## src/rtl/iob_nesctrl_evq.sv

```systemverilog
// -----------------------------------------------------------------------------
// iob_nesctrl_evq
// Debounces the 8 button bits of two NES pads across frames and converts
// committed press/release transitions into timestamped events, queued in a
// first-word-fall-through FIFO for the CPU.
//
// Ports
//   clk, rst           system clock, asynchronous active-low reset
//   frame_valid_i      one-cycle strobe: ctrl*_data_i hold a complete frame
//   ctrl1/2_data_i     pad words, bits 7:0 = buttons (1 = pressed)
//   stable1/2_o        debounced button state per pad
//   busy_o             event scan in progress (new frames are ignored)
//   evt_rd_i           pop FIFO head
//   evt_data_o         {stamp[7:0], pad, press, button[2:0]}
//   evt_valid_o        FIFO non-empty
//   evt_level_o        FIFO occupancy, 0..2^FIFO_AW
//   ovf_o, ovf_clr_i   sticky event-dropped flag and its clear
//   irq_o              registered evt_valid_o | ovf_o
// -----------------------------------------------------------------------------
module iob_nesctrl_evq #(
   parameter int FIFO_AW    = 4,
   parameter int DEB_FRAMES = 2
) (
   input  logic               clk,
   input  logic               rst,
   input  logic               frame_valid_i,
   input  logic [15:0]        ctrl1_data_i,
   input  logic [15:0]        ctrl2_data_i,
   output logic [7:0]         stable1_o,
   output logic [7:0]         stable2_o,
   output logic               busy_o,
   input  logic               evt_rd_i,
   output logic [12:0]        evt_data_o,
   output logic               evt_valid_o,
   output logic [FIFO_AW:0]   evt_level_o,
   output logic               ovf_o,
   input  logic               ovf_clr_i,
   output logic               irq_o
);

   localparam int               DEPTH = 1 << FIFO_AW;
   localparam logic [3:0]       DEB   = 4'(DEB_FRAMES);
   localparam logic [FIFO_AW:0] FULL  = (FIFO_AW + 1)'(DEPTH);

   typedef enum logic {IDLE, SCAN} state_t;

   state_t       state_q, state_d;
   logic [3:0]   idx_q, idx_d;
   logic [7:0]   samp     [2];
   logic [7:0]   cand_q   [2];
   logic [7:0]   cand_d   [2];
   logic [3:0]   cnt_q    [2];
   logic [3:0]   cnt_d    [2];
   logic [7:0]   stable_q [2];
   logic [7:0]   diff_q   [2];
   logic [1:0]   commit;
   logic [7:0]   fc_q;
   logic [7:0]   stamp_q;
   logic         accept;

   // Upper pad bits carry nothing for this block.
   logic unused_hi;
   assign unused_hi = ^{ctrl1_data_i[15:8], ctrl2_data_i[15:8]};

   assign samp[0] = ctrl1_data_i[7:0];
   assign samp[1] = ctrl2_data_i[7:0];
   assign accept  = frame_valid_i && (state_q == IDLE);

   // Candidate/count update and commit decision for the current sample.
   // NOTE: every always_comb output gets a default first so no path can infer a latch.
   always_comb begin
      cand_d = cand_q;
      cnt_d  = cnt_q;
      commit = '0;
      for (int p = 0; p < 2; p++) begin
         if (samp[p] == cand_q[p]) begin
            cnt_d[p] = (cnt_q[p] >= DEB) ? DEB : cnt_q[p] + 4'd1;
         end else begin
            cand_d[p] = samp[p];
            cnt_d[p]  = 4'd1;
         end
         commit[p] = (cnt_d[p] == DEB) && (cand_d[p] != stable_q[p]);
      end
   end

   // NOTE: sequential state uses non-blocking assignments so all registers update together.
   always_ff @(posedge clk or negedge rst) begin
      if (!rst) begin
         for (int p = 0; p < 2; p++) begin
            cand_q[p]   <= '0;
            cnt_q[p]    <= '0;
            stable_q[p] <= '0;
            diff_q[p]   <= '0;
         end
         fc_q    <= '0;
         stamp_q <= '0;
      end else if (accept) begin
         for (int p = 0; p < 2; p++) begin
            cand_q[p] <= cand_d[p];
            cnt_q[p]  <= cnt_d[p];
            if (commit[p]) stable_q[p] <= cand_d[p];
            // Only committing pads contribute bits to the scan.
            diff_q[p] <= commit[p] ? (cand_d[p] ^ stable_q[p]) : 8'h00;
         end
         // Stamp is the counter value before this frame's increment.
         if (|commit) stamp_q <= fc_q;
         fc_q <= fc_q + 8'd1;
      end
   end

   // Scan FSM: fixed 16-cycle walk, pad1 bits 0..7 then pad2 bits 0..7.
   always_ff @(posedge clk or negedge rst) begin
      if (!rst) begin
         state_q <= IDLE;
         idx_q   <= '0;
      end else begin
         state_q <= state_d;
         idx_q   <= idx_d;
      end
   end

   always_comb begin
      state_d = state_q;
      idx_d   = '0;
      case (state_q)
         IDLE: if (accept && (|commit)) state_d = SCAN;
         SCAN: begin
            idx_d = idx_q + 4'd1;
            if (idx_q == 4'd15) state_d = IDLE;
         end
         default: state_d = IDLE;
      endcase
   end

   // Stable values are frozen during SCAN (frames are ignored), so they
   // hold the new value of every changed bit.
   logic        push_req;
   logic [12:0] push_data;
   assign push_req  = (state_q == SCAN) && diff_q[idx_q[3]][idx_q[2:0]];
   assign push_data = {stamp_q, idx_q[3], stable_q[idx_q[3]][idx_q[2:0]], idx_q[2:0]};

   // ---------------------------------------------------------------- FIFO
   logic [12:0]        mem [DEPTH];
   logic [FIFO_AW-1:0] wr_ptr_q, rd_ptr_q;
   logic [FIFO_AW:0]   count_q;
   logic               ovf_q, irq_q;
   logic               full, pop, push, drop;

   assign full = (count_q == FULL);
   assign pop  = evt_rd_i && (count_q != '0);
   // A push into a full FIFO succeeds when the head leaves in the same cycle.
   assign push = push_req && (!full || pop);
   assign drop = push_req && full && !pop;

   // NOTE: the storage array is deliberately not reset; occupancy is tracked by count_q.
   always_ff @(posedge clk) begin
      if (push) mem[wr_ptr_q] <= push_data;
   end

   always_ff @(posedge clk or negedge rst) begin
      if (!rst) begin
         wr_ptr_q <= '0;
         rd_ptr_q <= '0;
         count_q  <= '0;
         ovf_q    <= 1'b0;
         irq_q    <= 1'b0;
      end else begin
         if (push) wr_ptr_q <= wr_ptr_q + 1'b1;
         if (pop)  rd_ptr_q <= rd_ptr_q + 1'b1;
         if (push && !pop)      count_q <= count_q + 1'b1;
         else if (pop && !push) count_q <= count_q - 1'b1;
         // A drop in the same cycle as the clear keeps the flag set.
         if (drop)           ovf_q <= 1'b1;
         else if (ovf_clr_i) ovf_q <= 1'b0;
         irq_q <= (count_q != '0) || ovf_q;
      end
   end

   assign stable1_o   = stable_q[0];
   assign stable2_o   = stable_q[1];
   assign busy_o      = (state_q == SCAN);
   assign evt_valid_o = (count_q != '0);
   assign evt_data_o  = evt_valid_o ? mem[rd_ptr_q] : 13'h0000;
   assign evt_level_o = count_q;
   assign ovf_o       = ovf_q;
   assign irq_o       = irq_q;

endmodule

```

## config.mk

```make
export PLATFORM = sky130hd
export DESIGN_NAME = iob_nesctrl_evq
export DESIGN_NICKNAME = d
export VERILOG_FILES = /design/src/rtl/iob_nesctrl_evq.sv
export SDC_FILE = /design/constraint.sdc
export NUM_CORES = 1
export LEC_CHECK = 0
export ABC_AREA = 1
export CAP_MARGIN = 10
export CORE_ASPECT_RATIO = 1.75
export CORE_MARGIN = 1
export CORE_UTILIZATION = 54
export DETAILED_ROUTE_END_ITERATION = 12
export GPL_TIMING_DRIVEN = 0
export PLACE_DENSITY = 0.79
export SETUP_SLACK_MARGIN = 0.5
export SYNTH_ARGS = -nofsm -noshare
export SYNTH_HDL_FRONTEND = slang
export SYNTH_SLANG_ARGS = --single-unit
```

## constraint.sdc

```tcl
create_clock -name clk -period 3.1 [get_ports clk]
set_input_delay 0.62 -clock clk [delete_from_list [all_inputs] [get_ports clk]]
set_output_delay 0.62 -clock clk [all_outputs]
set_load 0.01 [all_outputs]
```

Word level (Yosys, flattened, before mapping):

Memories as Yosys holds them, arrays and structs flattened.
Index checks and enable logic that the tools add are counted.

* bitwise operators: 4
* equality and inequality tests: 8
* reduce and logical (&&, ||, !) cells: 23
* $lt $le $gt $ge: 4
* multiplexer cells: 29
* $add $sub $neg: 8

Operator list (count)
* 2-to-1 mux 8 bit: 10
* adder 4 x 1 -> 4 bit (second input constant): 5
* 2-to-1 mux 4 bit: 5
* == test 8 bit: 2
* inequality test 8 bit: 2
* bitwise XOR 8 bit: 2
* 2-to-1 mux 13 bit: 1
* logical AND 1 bit: 11
* 2-to-1 mux 5 bit: 2
* adder 8 x 1 -> 8 bit (second input constant): 1
* == test 4 x 2 -> 1 bit (second input constant): 2
* greater-or-equal comparator 4 x 2 -> 1 bit (second input constant): 2
* 2-to-1 mux 1 bit: 8
* binary-select mux 1 bit (select 3 bit): 2
* AND reduction 2 bit: 3
* adder 5 x 1 -> 5 bit (second input constant): 1
* == test 5 bit (second input constant): 1
* nonzero test 5 bit: 1
* subtractor 5 x 1 -> 5 bit (second input constant): 1
* == test 4 bit (second input constant): 1
* less-than comparator 3 x 4 -> 1 bit (second input constant): 1
* nonzero test 2 bit: 2
* logical NOT 1 bit: 3
* greater-or-equal comparator 2 bit (second input constant): 1
* 5 further kinds: 6

* flip-flop bits (word level): 92
* memory bits (writable): 208
* memories kept: 1
* bits of input ports: 37
* output and inout bits: 38

Memory list
* mem: depth 16, bits a word 13, read ports 1, clocked after memory_dff 0, write ports 1, line 143 `logic [12:0] mem [DEPTH];`

Logic depth before layout (Yosys ltp):

* depth after elaboration: 12
* mapped depth: 19
* gate-level depth less buffers: 17

Worst setup path before layout:

No wires, ideal clock.

* kind: register -> register
* from: register idx_q[3]
* to: register count_q[4], in the netlist evt_level_o[4]
* cell stages (with the launch flop): 20
* library setup time: 126 ps
* arrival time: 2726 ps
* period minus slack after synthesis: 2852 ps
* slack: 248 ps
* path through: dfrtp_1 > buf_6 > inv_1 > nand2_1 > nand3_1 > nand3_1 > nand3_1 > nand2_2 > nand3_2 > buf_6 > inv_1 > ha_1 > inv_1 > fa_1 > a21o_1 > a21oi_1 > nand2_1 > nand2_1 > nor2_1 > xor2_1

* longest elaborated chain between the ends: 11
* elaborated cells between the ends (all ways): 13
* those cells by class: mux (6); bitwise (1); reduce/logical (6)

RTL lines
* start: declaration: line 48 `logic [3:0] idx_q, idx_d;`
* start signal: assignment: line 118 `idx_q <= idx_d;`
* NOT 1 -> 2 bit (implied by the code) *: line 139 `assign push_req = (state_q == SCAN) && diff_q[idx_q[3]][idx_q[2:0]];`
* 2-to-1 mux 8 bit (implied by the code) * (3 in series): line 139
* binary-select mux 1 bit (select 3 bit) *: line 139
* 2-to-1 mux 1 bit (implied by the code) *: line 139
* logical AND 1 bit *: line 139
* logical AND 1 bit *: line 152 `assign push = push_req && (!full || pop);`
* via push: line 147 `logic full, pop, push, drop;`
* logical NOT 1 bit: line 171 `else if (pop && !push) count_q <= count_q - 1'b1;`
* logical AND 1 bit: line 171
* nonzero test 2 bit (no line)
* end signal: assignment: line 170 `if (push && !pop) count_q <= count_q + 1'b1;`
* end signal: assignment: line 171
* end: declaration: line 145 `logic [FIFO_AW:0] count_q;`

Mark *: on every way through the listed nets, which the timed path passes. The rest lies on a longest branch. The select of a mux whose other input is x is not followed.
A chain may end at the register's enable or synchronous reset.

Final worst setup path:

* from: register rd_ptr_q[0]
* to: output evt_data_o[4]

* longest elaborated chain between the ends: 2

RTL lines
* start: declaration: line 144 `logic [FIFO_AW-1:0] wr_ptr_q, rd_ptr_q;`
* start signal: assignment: line 169 `if (pop) rd_ptr_q <= rd_ptr_q + 1'b1;`
* memory (16 x 13 bit)
* 2-to-1 mux 13 bit: line 183 `assign evt_data_o = evt_valid_o ? mem[rd_ptr_q] : 13'h0000;`
* end: declaration: line 33 `output logic [12:0] evt_data_o,`

Every way passes these cells.

==> qor.yml <==
placed_design:
  io_buffers: 58
  dpl.hpwl_um: 25000
  place_area_sq_um: 14300
  place_inst: 1568
  routabilityCongestion: 0.956
timing:
  slew_headroom_pct: 46.3
  skew_ns: 0.0136
  fin_hold_ws_ns: 0.474
  setup_viol_count_final: 0
  final.period_utilization_pct: 97.4
  finalHoldViolCount: 0
  rsz0062_at_grt: "yes"
  finalMaxSlewViolations: 0
  period_needed_ns: 3.02
  tightest_slew_ns: 0.805
  max_freq_mhz: 331
synth:
  netlist_area_sq_um: 13200
  ys_warn_count: 0
  yosys.area.top_type: "edfxtp_1"
  postSynthAreaPerCell_sq_um: 11.1
  synth.area.top_cells: "edfxtp_1, dfrtp_1, nand2_1, nor2_1, o221ai_1"
  synth-seq-cells: 300
  yosysUniqueCellTypes: 40
  ys_seq_area_share_pct: 64.8
  synthCells: 1193
  synth_fp_nets: 1246
  synth_top_area_share_pct: 47.4
critical_path:
  max_stage_delay_ns: 0.42
  crit_path_frequent_cell: "buf_8"
  crit_chain: "buf_6 -> inv_8 -> buf_12 -> buf_8 -> buf_8 -> o21bai_1 -> o221ai_2 -> nand3_2 -> a21oi_2 -> buf_2"
  cp_max_fo: 7
  end_kind: "output port"
  worst_path_max_delay_cell: "dfrtp_1"
  crit_path_start_kind: "flip-flop"
  crit_required_ns: 2.48
  crit_arrival_ns: 2.40
  path_class: "flip-flop to output port"
global_route:
  grt_pass1_vias: 10200
  grt_pass1_wl_um: 57500
  overflow: 0
  grt_max_degree: 72
  grt_usage_pct: 30.8
  antenna_found_initial: 0
cells_and_area:
  layout_common_cells: "nand2_1, edfxtp_1, nor2_1"
  antenna_cells: 0
  final_area_sq_um: 16100
  seq_area_sq_um: 8570
  final_util_pct: 67.2
  mostFrequentLayoutCell: "nand2_1"
  nets: 1369
  final_cells: 1644
  multiInputGateArea_sq_um: 4550
  layout-drive-gt1-share_pct: 21.6
  nFillCells: 1712
  area_growth_pct: 22.0
job:
  maxCapViolCount: 0
die:
  dieArea_sq_um: 25100
  rows: 75
  die_w_um: 120
  die_y_um: 209
  start_util_pct: 55.1
  ios: 75
  core_area_sq_um: 23900
drt:
  via_count: 9917
  first_pass_iters: 6
  wl_um: 37700
  drc_errors: 0
  viasPerCell: 6.03
  drtAntennaViolNets: 0
  wl_per_cell_um: 22.9
  first_iter_violations: 964
clocking:
  clockRootBuffer: "clkbuf_16"
  clock-sinks: 300
  clockBufferDepth: 3
  clk_latency_ns: 0.55
  cts_tree: "yes"
  cts_buffers: 26
  clk_pin_slew_ns: 0.07
  cts_max_level: 1
pwr:
  ir_worst_vdd_uv: 616
  p_int_mw: 8.91
  p_sw_mw: 5.69
  power_frac_comb_pct: 40.5
  clock_power_share_pct: 22.4
  finalPower_mw: 14.6
  p_leak_nw: 6.19
  p_sw_share_pct: 39.0
  seq_power_share_pct: 37.1
  power.density_nw_per_um2: 907
run_status:
  status: "finished clean"
worst_hold_path:
  hold_class: "flip-flop to flip-flop"
## power groups by stage
| stage | clock network [mW] | registers, mW | logic [mW] |
|---|---|---|---|
| 2_1_floorplan | 0 | 5.29 | 2.75 |
| 3_3_place_gp | 0 | 5.45 | 4.60 |
| 3_5_place_dp | 0 | 5.47 | 4.73 |
| 4_1_cts | 3.28 | 5.39 | 5.61 |
| 5_1_grt | 3.42 | 5.45 | 6.26 |
| 6_report | 3.27 | 5.41 | 5.91 |
## sequential cells by signal, indices dropped and copies added, names as in the netlist
signal,count
busy_o,1
irq_o,1
cand_q,16
stable2_o,8
mem,208
rd_ptr_q,4
idx_q,4
stable1_o,8
wr_ptr_q,4
stamp_q,8
fc_q,8
diff_q,16
ovf_o,1
cnt_q,8
evt_level_o,5
## kinds of logic after synthesis
group | share of synthesized area [%]
compound gates | 13.5
fa+ha+maj | 1.57
simple gates | 13.8
xor+xnor | 1.13
flops | 64.8
buf+inv | 5.19
## synthesized netlist by cell type, drive strengths merged
cell type,instances
o221ai,53
o21ai,113
a22o,2
nand3,56
inv,88
clkbuf,24
a31oi,1
ha,15
xor2,12
edfxtp,208
xnor2,5
fa,1
o211ai,7
buf,39
nor2,151
nor4,1
or2,2
a21o,2
a21oi,26
and3,1
o22ai,9
clkinv,1
nor3,1
dfrtp,92
nand4,7
o21bai,52
and2,1
nand2,223
## final timing paths
| check | from | slack, ns | endpoint | depth (start not counted) |
|---|---|---|---|---|
| min reg2reg | fc_q[7]$_DFFE_PN0P_ | 0.47 | fc_q[7]$_DFFE_PN0P_ | 1 |
| max | rd_ptr_q[0]$_DFFE_PN0N_ | 0.08 | evt_data_o[4] | 10 |
| min | fc_q[7]$_DFFE_PN0P_ | 0.47 | fc_q[7]$_DFFE_PN0P_ | 1 |
| max reg2reg | idx_q[3]$_DFF_PN0_ | 0.27 | evt_level_o[4]$_DFFE_PN0P_ | 19 |
| min in group asynchronous | rst | 0.55 | irq_o$_DFF_PN0_ | 2 |
| max in group asynchronous | rst | 1.85 | idx_q[0]$_DFF_PN0_ | 3 |
## timing repair
action	in CTS	in global routing
hold buffers	1	0
setup buffers	19	4
pin swaps	50	39
gates cloned	4	0
endpoints found under the setup margin	223	150
hold endpoints to repair	21	0
gates resized for setup	200	38
## routing by layer
layer / GRT usage, % / wire length [um] / vias up
met4: 24.8 / 3410 / 0
met3: 3.63 / 2580 / 177
met5: 0 / 0 / -
met2: 54.2 / 19700 / 529
li1: - / - / 4416
met1: 32.6 / 12000 / 4795
## worst max-delay path, delay by kind of cell, from the launching register on
family | cells | cell delay (ns)
AO/OA/AOI/OAI | 3 | 0.56
AND/OR/NAND/NOR | 1 | 0.12
buffers and inverters | 6 | 0.75
flip-flops | 1 | 0.42
## cell type report
cell class	count	share of cell area [%]
Buffer	63	3.10
Clock buffer	28	4.22
Clock inverter	20	1.13
Inverter	89	2.18
Multi-Input combinational cell	741	28.3
Sequential cell	300	53.2
Tap cell	308	2.40
Timing Repair Buffer	95	5.46
## per-stage QoR
step | TNS (ns) | setup WS [ns]
3_3_place_gp | -229.77 | -2.52
2_1_floorplan | 0 | 0.437
4_1_cts | 0 | 0.0931
5_1_grt | 0 | 0.0206
6_report | 0 | 0.0809
3_5_place_dp | -15.17 | -0.182
Power figures use the tool's default switching activity.
